### src/rtl/hdmi_pattern_ctrl_pkg.sv
// Shared definitions for the HDMI pattern controller: source indices, FSM
// states, 800x525 raster constants and the pattern wrap helper.
package hdmi_pkg;

  localparam logic [1:0] PAT_WHEEL = 2'd0;
  localparam logic [1:0] PAT_TEST  = 2'd1;
  localparam logic [1:0] PAT_BARS  = 2'd2;
  localparam logic [1:0] PAT_SOLID = 2'd3;

  localparam int unsigned H_TOTAL  = 32'd800;
  localparam int unsigned V_TOTAL  = 32'd525;
  localparam int unsigned H_ACTIVE = 32'd640;
  localparam int unsigned V_ACTIVE = 32'd480;

  typedef enum logic [1:0] {
    STARTUP = 2'd0,
    RUN     = 2'd1,
    SWITCH  = 2'd2
  } state_t;

  function automatic logic [1:0] pattern_next(input logic [1:0] sel, input int unsigned num);
    if (32'(sel) >= num - 32'd1) begin
      return 2'd0;
    end else begin
      return sel + 2'd1;
    end
  endfunction

endpackage

### src/rtl/hdmi_pattern_ctrl_btn_debounce.sv
// Active-low push-button conditioner: 2-FF synchroniser, stability counter,
// one-cycle pulse when a press (accepted 1->0 transition) is recognised.
module btn_debounce #(
  parameter int unsigned DEBOUNCE_CYCLES = 252000
) (
  input  logic i_clk,
  input  logic i_rst,
  input  logic i_btn_n,
  output logic o_press
);

  localparam int unsigned CW = (DEBOUNCE_CYCLES > 1) ? $clog2(DEBOUNCE_CYCLES) : 1;
  localparam logic [CW-1:0] CNT_MAX = CW'(DEBOUNCE_CYCLES - 1);

  logic          r_sync1;
  logic          r_sync2;
  logic          r_level;
  logic          r_press;
  logic [CW-1:0] r_cnt;

  // Synchronise, then accept the new level only after it stays put long enough.
  always_ff @(posedge i_clk) begin
    if (i_rst) begin
      r_sync1 <= 1'b1;
      r_sync2 <= 1'b1;
      r_level <= 1'b1;
      r_cnt   <= '0;
      r_press <= 1'b0;
    end else begin
      r_sync1 <= i_btn_n;
      r_sync2 <= r_sync1;
      r_press <= 1'b0;
      if (r_sync2 == r_level) begin
        r_cnt <= '0;
      end else if (r_cnt == CNT_MAX) begin
        r_cnt   <= '0;
        r_level <= r_sync2;
        r_press <= ~r_sync2;
      end else begin
        r_cnt <= r_cnt + CW'(1);
      end
    end
  end

  assign o_press = r_press;

endmodule

### src/rtl/hdmi_pattern_ctrl.sv
// Frame-synchronous source selector: blanks after reset and for one frame per
// switch, paces hue stepping. Define HDMI_AUTO_CYCLE_EN for idle auto-advance.
module hdmi_pattern_ctrl
  import hdmi_pkg::*;
#(
  parameter int unsigned NUM_PATTERNS    = 4,
  parameter int unsigned DEBOUNCE_CYCLES = 252000,
  parameter int unsigned STARTUP_FRAMES  = 2,
  parameter int unsigned HUE_DIV         = 4,
  parameter int unsigned AUTO_FRAMES     = 300
) (
  input  logic       clk_in,
  input  logic       rst_in,
  input  logic       btn,
  input  logic       frame_start,
  output logic [1:0] pattern_sel,
  output logic       blank,
  output logic       hue_step,
  output logic       busy
);

  localparam int unsigned SW = (STARTUP_FRAMES > 1) ? $clog2(STARTUP_FRAMES) : 1;
  localparam int unsigned HW = (HUE_DIV > 1) ? $clog2(HUE_DIV) : 1;
  localparam logic [SW-1:0] S_MAX = SW'(STARTUP_FRAMES - 1);
  localparam logic [HW-1:0] H_MAX = HW'(HUE_DIV - 1);

  state_t        r_state,       w_state_nx;
  logic [1:0]    r_pattern_sel, w_pattern_nx;
  logic          r_blank,       w_blank_nx;
  logic          r_hue_step,    w_hue_step_nx;
  logic          r_busy,        w_busy_nx;
  logic          r_pending,     w_pending_nx;
  logic [SW-1:0] r_startup_cnt, w_startup_nx;
  logic [HW-1:0] r_hue_cnt,     w_hue_cnt_nx;
  logic          w_press;
  logic          w_auto_due;
  logic          w_advance;

  btn_debounce #(
    .DEBOUNCE_CYCLES (DEBOUNCE_CYCLES)
  ) u_btn (
    .i_clk   (clk_in),
    .i_rst   (rst_in),
    .i_btn_n (btn),
    .o_press (w_press)
  );

`ifdef HDMI_AUTO_CYCLE_EN
  localparam int unsigned AW = $clog2(AUTO_FRAMES + 1);
  localparam logic [AW-1:0] A_MAX = AW'(AUTO_FRAMES);

  logic [AW-1:0] r_auto_cnt, w_auto_nx;

  assign w_auto_due = (r_auto_cnt == A_MAX);

  // Idle-frame count in RUN; saturates at the trigger value, any press or advance restarts it.
  always_comb begin
    w_auto_nx = r_auto_cnt;
    if (w_advance || w_press) begin
      w_auto_nx = '0;
    end else if (frame_start && (r_state == RUN) && (r_auto_cnt != A_MAX)) begin
      w_auto_nx = r_auto_cnt + AW'(1);
    end else begin
      w_auto_nx = r_auto_cnt;
    end
  end

  // Auto-advance counter register.
  always_ff @(posedge clk_in) begin
    if (rst_in) begin
      r_auto_cnt <= '0;
    end else begin
      r_auto_cnt <= w_auto_nx;
    end
  end
`else
  assign w_auto_due = 1'b0;
`endif

  assign w_advance = frame_start && (r_state == RUN) && (r_pending || w_auto_due);

  // Next-state and next-output logic; everything moves only on frame_start.
  always_comb begin
    w_state_nx    = r_state;
    w_pattern_nx  = r_pattern_sel;
    w_blank_nx    = r_blank;
    w_hue_step_nx = 1'b0;
    w_pending_nx  = r_pending | w_press;
    w_startup_nx  = r_startup_cnt;
    w_hue_cnt_nx  = r_hue_cnt;
    case (r_state)
      STARTUP: begin
        w_blank_nx = 1'b1;
        if (frame_start && (r_startup_cnt == S_MAX)) begin
          w_state_nx   = RUN;
          w_blank_nx   = 1'b0;
          w_startup_nx = '0;
        end else if (frame_start) begin
          w_startup_nx = r_startup_cnt + SW'(1);
        end else begin
          w_startup_nx = r_startup_cnt;
        end
      end
      RUN: begin
        w_blank_nx = 1'b0;
        if (w_advance) begin
          // A press arriving on the advance cycle is absorbed by this switch.
          w_state_nx   = SWITCH;
          w_blank_nx   = 1'b1;
          w_pattern_nx = pattern_next(r_pattern_sel, NUM_PATTERNS);
          w_pending_nx = 1'b0;
        end else if (frame_start && (r_pattern_sel == PAT_WHEEL)) begin
          if (r_hue_cnt == H_MAX) begin
            w_hue_cnt_nx  = '0;
            w_hue_step_nx = 1'b1;
          end else begin
            w_hue_cnt_nx = r_hue_cnt + HW'(1);
          end
        end else begin
          w_hue_cnt_nx = r_hue_cnt;
        end
      end
      SWITCH: begin
        w_blank_nx = 1'b1;
        if (frame_start) begin
          w_state_nx = RUN;
          w_blank_nx = 1'b0;
        end else begin
          w_state_nx = SWITCH;
        end
      end
      default: begin
        w_state_nx = STARTUP;
        w_blank_nx = 1'b1;
      end
    endcase
    w_busy_nx = w_pending_nx | (w_state_nx != RUN);
  end

  // State and registered outputs.
  always_ff @(posedge clk_in) begin
    if (rst_in) begin
      r_state       <= STARTUP;
      r_pattern_sel <= PAT_WHEEL;
      r_blank       <= 1'b1;
      r_hue_step    <= 1'b0;
      r_busy        <= 1'b1;
      r_pending     <= 1'b0;
      r_startup_cnt <= '0;
      r_hue_cnt     <= '0;
    end else begin
      r_state       <= w_state_nx;
      r_pattern_sel <= w_pattern_nx;
      r_blank       <= w_blank_nx;
      r_hue_step    <= w_hue_step_nx;
      r_busy        <= w_busy_nx;
      r_pending     <= w_pending_nx;
      r_startup_cnt <= w_startup_nx;
      r_hue_cnt     <= w_hue_cnt_nx;
    end
  end

  assign pattern_sel = r_pattern_sel;
  assign blank       = r_blank;
  assign hue_step    = r_hue_step;
  assign busy        = r_busy;

endmodule

### config.mk
export PLATFORM = sky130hd
export DESIGN_NAME = hdmi_pattern_ctrl
export DESIGN_NICKNAME = d
export VERILOG_FILES = /design/src/rtl/hdmi_pattern_ctrl_pkg.sv /design/src/rtl/hdmi_pattern_ctrl_btn_debounce.sv /design/src/rtl/hdmi_pattern_ctrl.sv
export SDC_FILE = /design/constraint.sdc
export NUM_CORES = 1
export LEC_CHECK = 0
export CORE_ASPECT_RATIO = 1.5
export CORE_MARGIN = 10
export CORE_UTILIZATION = 40
export DETAILED_ROUTE_END_ITERATION = 10
export PLACE_DENSITY_LB_ADDON = 0.3
export SLEW_MARGIN = 20
export SYNTH_ARGS = -nofsm -noshare
export SYNTH_HDL_FRONTEND = slang
export SYNTH_SLANG_ARGS = --single-unit
### constraint.sdc
create_clock -name clk_in -period 2 [get_ports clk_in]
set_input_delay 0.4 -clock clk_in [delete_from_list [all_inputs] [get_ports clk_in]]
set_output_delay 0.4 -clock clk_in [all_outputs]
set_load 0.02 [all_outputs]
[Yosys cells after proc, flatten, opt, wreduce, memory -nomap -nowiden]
Index checks and enable logic that the tools add are counted.
Word-level totals
  bits of input ports: 4
  output and inout bits: 5
  register bits after elaboration: 33
Operators by class
  multiplexer cells: 15
  bitwise gates (word level): 8
  $lt $le $gt $ge: 1
  reductions and logical operators: 14
  $add $sub $neg: 4
  equal/unequal tests: 6
Operator list (count)
  $add 18x1->18 const B: 1
  $eq 18x18->1 const B: 1
  $mux 2: 5
  $mux 1: 8
  $not 1->1: 6
  $pmux 2 s3: 1
  $reduce_and 2->1: 3
  $reduce_or 3->1: 2
  $add 2x1->2 const B: 2
  $eq 2x2->1 const B: 2
  $logic_and 1x1->1: 4
  $logic_not 2->1: 2
  $reduce_or 4->1: 1
  $pmux 1 s3: 1
  $reduce_and 3->1: 1
  $eq 2x1->1 const B: 1
  $ge 2x2->1 const B: 1
  $ne 2x1->1 const B: 1
  $or 1x1->1: 2
  $reduce_bool 2->1: 1
  $add 1x1->1 const B: 1
  $eq 1x1->1: 1

[Depth between registers and ports, before layout]
Gate-level depths: netlist of the first run.
  depth in word-level cells: 7
  mapped depth: 6
  depth with buffers taken out: 5

[Modules after synthesis]
From an unflattened synthesis of the first run, not the netlist that was laid out.
Second synthesis, totals
  cells, all modules: 158
  area total of the unflattened synthesis: 1451.4 µm²
Modules (own cells, without submodules)
  btn_debounce: cells an instance 109, instances 1, area each 979.7 µm²
  hdmi_pattern_ctrl: cells an instance 49, instances 1, area each 471.7 µm²

[Least setup slack after synthesis of the first run]
No wires, ideal clock.
  path type: register to register
  from: register u_btn.r_cnt[0]
  to: register u_btn.r_cnt[10]
  data required time: 1.883 ns
  setup slack: 0.451 ns
  arrival: 1.431 ns
  cell stages (with the launch flop): 6
  cells stage by stage: dfxtp_1 ha_1 nand4_1 o21ai_2 buf_2 nor2_1
On the way
  longest elaborated chain between the ends: 2
  elaborated cells between the ends (all ways): 3
  classes of those cells: add/sub: 1; eq/ne: 1; reduce/logical: 1
RTL lines
  start: declaration: RTL line hdmi_pattern_ctrl_btn_debounce.sv:19  | logic [CW-1:0] r_cnt;
  start signal: assignment: RTL line hdmi_pattern_ctrl_btn_debounce.sv:40  | r_cnt <= r_cnt + CW'(1);
  branches (longest 2 deep; another with $add 18x1->18)
Several ways; the timed one is not identified.
A chain may end at the register's enable or synchronous reset.

[Worst setup path in the final report of the first run]
  from: register u_btn.r_cnt[0]
  to: register u_btn.r_cnt[16]
Same word-level chain as after synthesis.

==> impl_results.md, run 1 <==
- Seq pwr share: 55.6%
- Final Critical Period: 1.774 ns
- Core Rows: 26
- Fin worst setup slack: 0.2259 ns
- DR vias: 1073
- Hold Slack: 0.4092 ns
- Antenna violations before repair: 0
- FILL cells: 349
- Clock buffer count from CTS: 5
- Antenna Nets Post-Route: 0
- Maximum clock rate: 563.7 MHz
- Number of global-route vias before repair: 1048
- Clock Tree Buf Depth: 2
- Reg2reg path depth: 5
- Synth Cell Area: 0.001396 mm²
- CTS root buffer: clkbuf_8
- Ratio of cells with drive above 1 in the final layout: 10.59%
- Arr. time, crit path: 1.95 ns
- Adder-Cell Fraction of Synth Area: 3.584%
- Seq/Total Area, Yosys: 47.31%
- CP Data Required Time: 2.17 ns
- Post-synthesis cell count: 155
- DR iter-0 viols: 31
- Dpl cell area: 0.001539 mm²
- Core area: 0.003383 mm²
- Area of the multi-input gates: 700.7 µm²
- Crit path kind: flip-flop to flip-flop
- Setup Fix Bufs, Post-CTS: 0
- Syn Nets: 163
- Post-placement cell count: 205
- Most common cell after layout, fill and taps aside: dfxtp_1
- Synth cell types: 31
- Compound-Gate Fraction of Synth Area: 5.645%
- FF+latch count, synth: 33
- First-pass GRT wire length: 4512 µm
- HPWL Detailed: 1891 µm
- Power share of the clock group: 40.2%
- Final Setup Violations: 0
- Crit-path max FO: 8
- ANT cells: 0
- Worst path slowest cell: nor4_1
- Fin util: 48.04%
- Vias/cell: 5.061
- Tightest Pin Transition: 0.4862 ns
- Crit path cell chain: ha_1, nand4_1, nor4_1, xnor2_1, nor2_1
- Drt total wl: 2499 µm
- Logic pwr share: 4.2%
- RePlAce Congestion: 0.7677
- Int Power: 0.9680 mW
- Most frequent cells in the layout: dfxtp_1 (33), nor2_1 (29), xnor2_1 (13), nand3_1 (10), nand2_1 (9)
- Mux cell area share after synthesis: 2.151%
- CP peak stage delay: 0.46 ns
- IR drop worst, VDD: 0.3889 mV
- Drt drc: 0
- Hold Fails Final Rpt: 0
- Combinational family with the most area after synthesis: simple AND/OR/NAND/NOR gates
- P per Cell Area: 747.9 mW/mm²
- Simple-gate share of the synthesized area: 29.39%
- P_sw: 0.2476 mW
- Clock skew: 0.004616 ns
- Max-cap violation count: 0
- Die width: 68.24 µm
- Area Growth Syn to Fin: 16.40%
- CTS tree: done
- Worst-Skew Late Latency: 0.28 ns
- Ys Warns: 0
- Avg Inst Size Synth: 9.009 µm²
- CTS clk-pin slew, worst paths: 0.06 ns
- DRT Pass-1 Iters: 3
- Post-route clock period utilization: 88.71%
- CTS resizes: 0
- Largest net degree at the start of global routing: 14
- Gr usage total: 9.291%
- Slew headroom: 67.29%
- Fin. max-slew vios: 0
- Sw Ratio: 20.37%
- Final #Nets: 178
- CP Capture Type: flip-flop
- DP Worst Slack: 0.1886 ns
- Die ar.: 0.006303 mm²
- Avg WL per Cell: 11.79 µm
- Die Height: 92.36 µm
- Clock Sinks: 33
- Post-Layout Cell Count: 212
- I/O Buffers: 8
- Leakage: 0.5363 nW
- Outcome: complete, no violations
- Cts hold-fix bufs: 0
- Worst hold path class: flip-flop to flip-flop
- Fin Setup TNS: 0 ns
- H-tree depth: 2
- Overall power: 1.216 mW
- Crit start category: flip-flop
- RSZ-0062 raised after global routing: false
- Post-Synth XOR/XNOR Area: 9.409%
- Reg area: 660.6 µm²
- GR Overflow Total: 0
- Hold Path Depth: 1
- Post-route cell area: 0.001625 mm²
- Initial Utilization: 41.27%
- IO Count: 9
final timing paths:
check                       startpoint                          to  slack, ns
min           u_btn.r_sync1$_SDFF_PP1_    u_btn.r_sync2$_SDFF_PP1_       0.41
max          u_btn.r_cnt[0]$_SDFF_PP0_  u_btn.r_cnt[16]$_SDFF_PP0_       0.23
min reg2reg   u_btn.r_sync1$_SDFF_PP1_    u_btn.r_sync2$_SDFF_PP1_       0.41
max reg2reg  u_btn.r_cnt[0]$_SDFF_PP0_  u_btn.r_cnt[16]$_SDFF_PP0_       0.23
routing by layer:
metal	global-route usage (%)	wire length, µm	up-vias
met4	5.051	60	0
li1	-	-	553
met5	0	0	-
met3	3.981	128	7
met2	15.89	1308	12
met1	8.930	1002	501
power groups by stage:
stage | clock network, mW | registers, mW | logic, mW
after global routing | 0.533 | 0.676 | 0.0575
final | 0.489 | 0.676 | 0.0508
after global placement | 0 | 0.690 | 0.0501
after floorplan | 0 | 0.693 | 0.0255
after CTS | 0.507 | 0.675 | 0.0522
after detailed placement | 0 | 0.690 | 0.0517
critical path, delay by kind of cell, from the launching register on:
| kind | cells | cell delay (ns) |
|---|---|---|
| simple gates | 3 | 0.88 |
| flops | 1 | 0.38 |
| fa+ha+maj | 1 | 0.23 |
| xor+xnor | 1 | 0.16 |
Yosys cell counts (all sizes together):
cell,n,area [µm²]
nor4,4,25.02
buf,1,5.000
o31ai,1,7.510
a211oi,1,7.510
or3,3,23.77
nand3,10,50.05
inv,6,22.52
and3b,3,26.28
nor3b,1,7.510
a21oi,8,40.04
nor2,29,108.9
dfxtp,33,660.6
clkbuf,2,7.510
nand4,4,40.04
nand4b,1,8.760
nand2,9,33.78
o21ai,4,23.77
and2,1,7.510
and4bb,1,12.51
ha,4,50.05
or2,3,18.77
nand3b,1,7.510
xnor2,13,113.9
and3,3,20.02
mux2i,3,30.03
xor2,2,17.52
nor3,4,20.02
cell families (layout without fill, tap and decap cells):
kind of cell	after synthesis	in the layout
compound gates	14	14
fa+ha+maj	4	4
simple gates	77	77
xor+xnor	15	15
buf+inv	9	24
flops	33	33
mux	3	3
final cells by class:
class                      count  area share [%]
clock buffer                   7           5.312
inverter                       6           1.386
multi-input combinational    113           43.11
sequential                    33           40.65
tap                           42           3.233
timing repair buffer          11           6.313
state kept, by name (all words and copies together), names as in the netlist:
name	flops
pattern_sel	2
u_btn.r_level	1
busy	1
r_state	2
r_hue_cnt	2
u_btn.r_cnt	18
r_pending	1
blank	1
hue_step	1
u_btn.r_sync2	1
u_btn.r_sync1	1
u_btn.o_press	1
r_startup_cnt	1
No activity file was read; power rests on OpenSTA's default activity.
==> run 2, diff against run 1 <==
--- a/config.mk
+++ b/config.mk
@@ -5,10 +5,11 @@
 export SDC_FILE = /design/constraint.sdc
 export NUM_CORES = 1
 export LEC_CHECK = 0
-export CORE_ASPECT_RATIO = 1.5
+export CORE_ASPECT_RATIO = 0.7
 export CORE_MARGIN = 10
 export CORE_UTILIZATION = 40
 export DETAILED_ROUTE_END_ITERATION = 10
+export HOLD_SLACK_MARGIN = 0.12
 export PLACE_DENSITY_LB_ADDON = 0.3
 export SLEW_MARGIN = 20
 export SYNTH_ARGS = -nofsm -noshare
==> impl_results.md, run 2 (synthesized netlist as in run 1, its figures left out) <==
- Largest net degree at the start of global routing: 19
- Worst path slowest cell: clkdlybuf4s50_1
- Cell family with most CP delay: buffers and inverters
- CTS tree: done
- Top reg by flops: u_btn.r_cnt
- Most frequent cells in the layout: dfxtp_1 (33), nor2_1 (29), xnor2_1 (13), nand3_1 (10), nand2_1 (9)
- Most common cell after layout, fill and taps aside: dfxtp_1
- Fin worst setup slack: 0.2968 ns
- Outcome: complete, no violations
- Clock Tree Buf Depth: 2
- Hold Path Depth: 1
- Final Critical Period: 1.703 ns
- Worst reg2reg path startpoint: u_btn.r_cnt[5]$_SDFF_PP0_
- Crit start category: flip-flop
- Die width: 90.62 µm
- Antenna violations before repair: 0
- Crit path buf inv count: 1
- Antenna Nets Post-Route: 0
- Hold Path End: u_btn.r_sync2$_SDFF_PP1_
- Setup Fix Bufs, Post-CTS: 0
- Maximum clock rate: 587.1 MHz
- Ratio of cells with drive above 1 in the final layout: 9.942%
- Initial Utilization: 42.91%
- Cts hold-fix bufs: 0
- RSZ-0062 raised after global routing: false
- CTS clk-pin slew, worst paths: 0.07 ns
- Arr. time, crit path: 1.30 ns
- Core area: 0.003254 mm²
- IO Count: 9
- R2r endpoint: u_btn.r_cnt[17]$_SDFF_PP0_
- Number of global-route vias before repair: 1005
- Area Growth Syn to Fin: 16.40%
- P per Cell Area: 737.2 mW/mm²
- Fin. max-slew vios: 0
- Clock skew: 0.004991 ns
- CTS root buffer: clkbuf_8
- Die ar.: 0.006292 mm²
- CP peak stage delay: 0.63 ns
- Logic pwr share: 4.2%
- Worst-Skew Late Latency: 0.28 ns
- CP Capture Type: output pin
- DP Worst Slack: 0.1893 ns
- Seq pwr share: 56.4%
- DRT Pass-1 Iters: 4
- Clock buffer count from CTS: 5
- Worst hold path class: flip-flop to flip-flop
- ANT cells: 0
- CTS resizes: 0
- R2R Setup Slk: 0.34 ns
- First-pass GRT wire length: 4547 µm
- Drt total wl: 2569 µm
- FILL cells: 315
- Crit path launch: pattern_sel[0]$_SDFFE_PP0P_
- P_sw: 0.2564 mW
- Number of flip-flops in the largest register: 18
- Post-placement cell count: 210
- Vias/cell: 5.101
- I/O Buffers: 8
- HPWL Detailed: 1818 µm
- Final #Nets: 178
- Int Power: 0.9417 mW
- Fin Setup TNS: 0 ns
- Hold Startpoint: u_btn.r_sync1$_SDFF_PP1_
- Avg WL per Cell: 11.78 µm
- Tightest Pin Transition: 0.4471 ns
- GR Overflow Total: 0
- Crit path cell chain: clkdlybuf4s50_1
- Post-route clock period utilization: 85.16%
- RePlAce Congestion: 0.7653
- Post-Layout Cell Count: 218
- Max-cap violation count: 0
- Core Rows: 17
- DR vias: 1112
- Leakage: 0.5314 nW
- Gr usage total: 8.533%
- Hold Fails Final Rpt: 0
- IR drop worst, VDD: 0.4049 mV
- DR iter-0 viols: 40
- Crit-path max FO: 5
- Slew headroom: 69.92%
- Crit path kind: flip-flop to output pin
- Power share of the clock group: 39.4%
- Clock Sinks: 33
- Final Setup Violations: 0
- Sw Ratio: 21.40%
- H-tree depth: 2
- Die Height: 69.44 µm
- Drt drc: 0
- CP Data Required Time: 1.60 ns
- Reg2reg path depth: 4
## run 2: how the worst max path moves through the flow
stage,to,cells after the start,slack (ns)
2_1_floorplan,u_btn.r_cnt[10]$_SDFF_PP0_,5,0.45
3_3_place_gp,r_hue_cnt[1]$_SDFFE_PP0P_,5,0.25
3_5_place_dp,pattern_sel[0]$_SDFFE_PP0P_,5,0.19
4_1_cts,pattern_sel[0],1,0.28
5_1_grt,u_btn.r_cnt[17]$_SDFF_PP0_,4,0.22
6_report,pattern_sel[0],1,0.30
## run 2: final cells by class
class	count	area (µm²)	area share [%]
multi-input combinational	113	700.7	43.11
sequential	33	660.6	40.65
timing repair buffer	11	102.6	6.313
clock buffer	8	80.08	4.927
tap	47	58.81	3.618
inverter	6	22.52	1.386
## run 2: power by group through the flow
stage	clock network [mW]	logic, mW	registers (mW)
final	0.472	0.0508	0.676
after global routing	0.523	0.0564	0.676
after CTS	0.485	0.0516	0.676
after detailed placement	0	0.0514	0.690
after global placement	0	0.0490	0.690
after floorplan	0	0.0255	0.693
## run 2: routing by layer
layer	vias to the layer above	GRT usage, %	wire length, µm
li1	560	-	-
met1	525	10.79	1267
met2	20	12.41	1149
met3	7	3.556	111
met4	0	3.484	40
met5	-	0	0
## run 2: metrics by stage
stage	util, %	cell area (µm²)	hold WS, ns	power (mW)
floorplan	-	1396	0.3895	0.7190
global placement	47.48	1545	0.3967	0.7387
detailed placement	47.48	1545	0.3983	0.7418
CTS	49.94	1625	0.4177	1.212
global route	49.94	1625	0.4351	1.256
finish	49.94	1625	0.4144	1.198
==> run 3, diff against run 2 <==
--- a/config.mk
+++ b/config.mk
@@ -10,7 +10,7 @@
 export CORE_UTILIZATION = 40
 export DETAILED_ROUTE_END_ITERATION = 10
 export HOLD_SLACK_MARGIN = 0.12
-export PLACE_DENSITY_LB_ADDON = 0.3
+export PLACE_DENSITY = 0.68
 export SLEW_MARGIN = 20
 export SYNTH_ARGS = -nofsm -noshare
 export SYNTH_HDL_FRONTEND = slang
==> impl_results.md, run 3 (synthesized netlist as in run 1, its figures left out) <==
- CP Data Required Time: 1.60 ns
- RSZ-0062 raised after global routing: false
- Largest net degree at the start of global routing: 19
- DRT Pass-1 Iters: 4
- I/O Buffers: 8
- CTS resizes: 0
- Most common cell after layout, fill and taps aside: dfxtp_1
- ANT cells: 0
- Number of global-route vias before repair: 946
- Fin Setup TNS: 0 ns
- Cell family with most CP delay: buffers and inverters
- Worst reg2reg path startpoint: u_btn.r_cnt[5]$_SDFF_PP0_
- GR Overflow Total: 0
- Hold Slack: 0.4111 ns
- Avg WL per Cell: 11.26 µm
- Die ar.: 0.006292 mm²
- CTS clk-pin slew, worst paths: 0.07 ns
- Die width: 90.62 µm
- HPWL Detailed: 1757 µm
- DR vias: 1053
- Clock buffer count from CTS: 5
- Most frequent cells in the layout: dfxtp_1 (33), nor2_1 (29), xnor2_1 (13), nand3_1 (10), nand2_1 (9)
- Post-route clock period utilization: 85.97%
- Top reg by flops: u_btn.r_cnt
- Crit path kind: flip-flop to output pin
- CP Capture Type: output pin
- Antenna Nets Post-Route: 0
- Clock skew: 0.002518 ns
- Worst path slowest cell: clkdlybuf4s50_1
- Drt drc: 0
- Ratio of cells with drive above 1 in the final layout: 11.11%
- IO Count: 9
- Core Rows: 17
- Cts hold-fix bufs: 0
- IR drop worst, VDD: 0.4796 mV
- Arr. time, crit path: 1.32 ns
- Number of flip-flops in the largest register: 18
- Outcome: complete, no violations
- Slew headroom: 69.92%
- Hold Path End: u_btn.r_sync2$_SDFF_PP1_
- Hold Path Depth: 1
- Hold Startpoint: u_btn.r_sync1$_SDFF_PP1_
- Final #Nets: 178
- FILL cells: 315
- Final Setup Violations: 0
- P per Cell Area: 736.3 mW/mm²
- Clock Sinks: 33
- Gr usage total: 8.034%
- Antenna violations before repair: 0
- Maximum clock rate: 581.6 MHz
- Area Growth Syn to Fin: 16.58%
- Die Height: 69.44 µm
- Crit path launch: pattern_sel[0]$_SDFFE_PP0P_
- Vias/cell: 4.830
- Reg2reg path depth: 4
- Core area: 0.003254 mm²
- RePlAce Congestion: 0.8189
- Max-cap violation count: 0
- R2r endpoint: u_btn.r_cnt[17]$_SDFF_PP0_
- Crit-path max FO: 5
- Fin. max-slew vios: 0
- Reg area: 660.6 µm²
- CTS root buffer: clkbuf_8
- Setup Fix Bufs, Post-CTS: 0
- Leakage: 0.5368 nW
- Initial Utilization: 42.91%
- Hold Fails Final Rpt: 0
- CTS tree: done
- DR iter-0 viols: 33
- Worst hold path class: flip-flop to flip-flop
- Drt total wl: 2454 µm
- Area of the multi-input gates: 700.7 µm²
- CP peak stage delay: 0.63 ns
- Tightest Pin Transition: 0.4471 ns
- Crit start category: flip-flop
- H-tree depth: 2
- Worst-Skew Late Latency: 0.28 ns
- Crit path buf inv count: 1
- First-pass GRT wire length: 4181 µm
- Crit path cell chain: clkdlybuf4s50_1
- Clock Tree Buf Depth: 2
- R2R Setup Slk: 0.35 ns
- Final Critical Period: 1.719 ns
run 3: changes by cell type in the layout (fill, tap and decap cells not counted):
cell | before | now
clkbuf_1 | 3 | 1
clkinv_2 | 0 | 2
run 3: final cells by class:
type                       count  area share (%)
sequential                    33           40.58
timing repair buffer          11           6.303
clock buffer                   6           4.458
inverter                       6           1.384
tap                           47           3.613
clock inverter                 2          0.6149
multi-input combinational    113           43.04
run 3: through the flow:
stage | util [%] | std cells | area (µm²) | power [mW] | setup WS, ns
3_5_place_dp | 47.48 | 210 | 1545 | 0.7408 | 0.2099
6_report | 50.02 | 218 | 1628 | 1.199 | 0.2806
4_1_cts | 50.02 | 218 | 1628 | 1.217 | 0.2647
3_3_place_gp | 47.48 | 210 | 1545 | 0.7389 | 0.2447
5_1_grt | 50.02 | 218 | 1628 | 1.258 | 0.2186
2_1_floorplan | - | 155 | 1396 | 0.7190 | 0.4514
run 3: worst max-delay path by stage:
| stage | to | slack (ns) | depth (start not counted) |
|---|---|---|---|
| after floorplan | u_btn.r_cnt[10]$_SDFF_PP0_ | 0.45 | 5 |
| after global placement | r_hue_cnt[0]$_SDFFE_PP0P_ | 0.24 | 5 |
| after detailed placement | r_hue_cnt[1]$_SDFFE_PP0P_ | 0.21 | 5 |
| after CTS | pattern_sel[0] | 0.26 | 1 |
| after global routing | pattern_sel[0] | 0.22 | 1 |
| final | pattern_sel[0] | 0.28 | 1 |
run 3: report_power, final:
part / switching (mW) / internal, mW
combinational: 0.0242 / 0.0258
sequential: 0.00648 / 0.669
clock: 0.232 / 0.241
total: 0.263 / 0.935
run 3: routing by layer:
metal  global-route usage (%)  wire length [µm]
met1                    9.574              1251
met5                        0                 0
met2                    11.38              1072
met3                    3.233                84
met4                    5.749                45
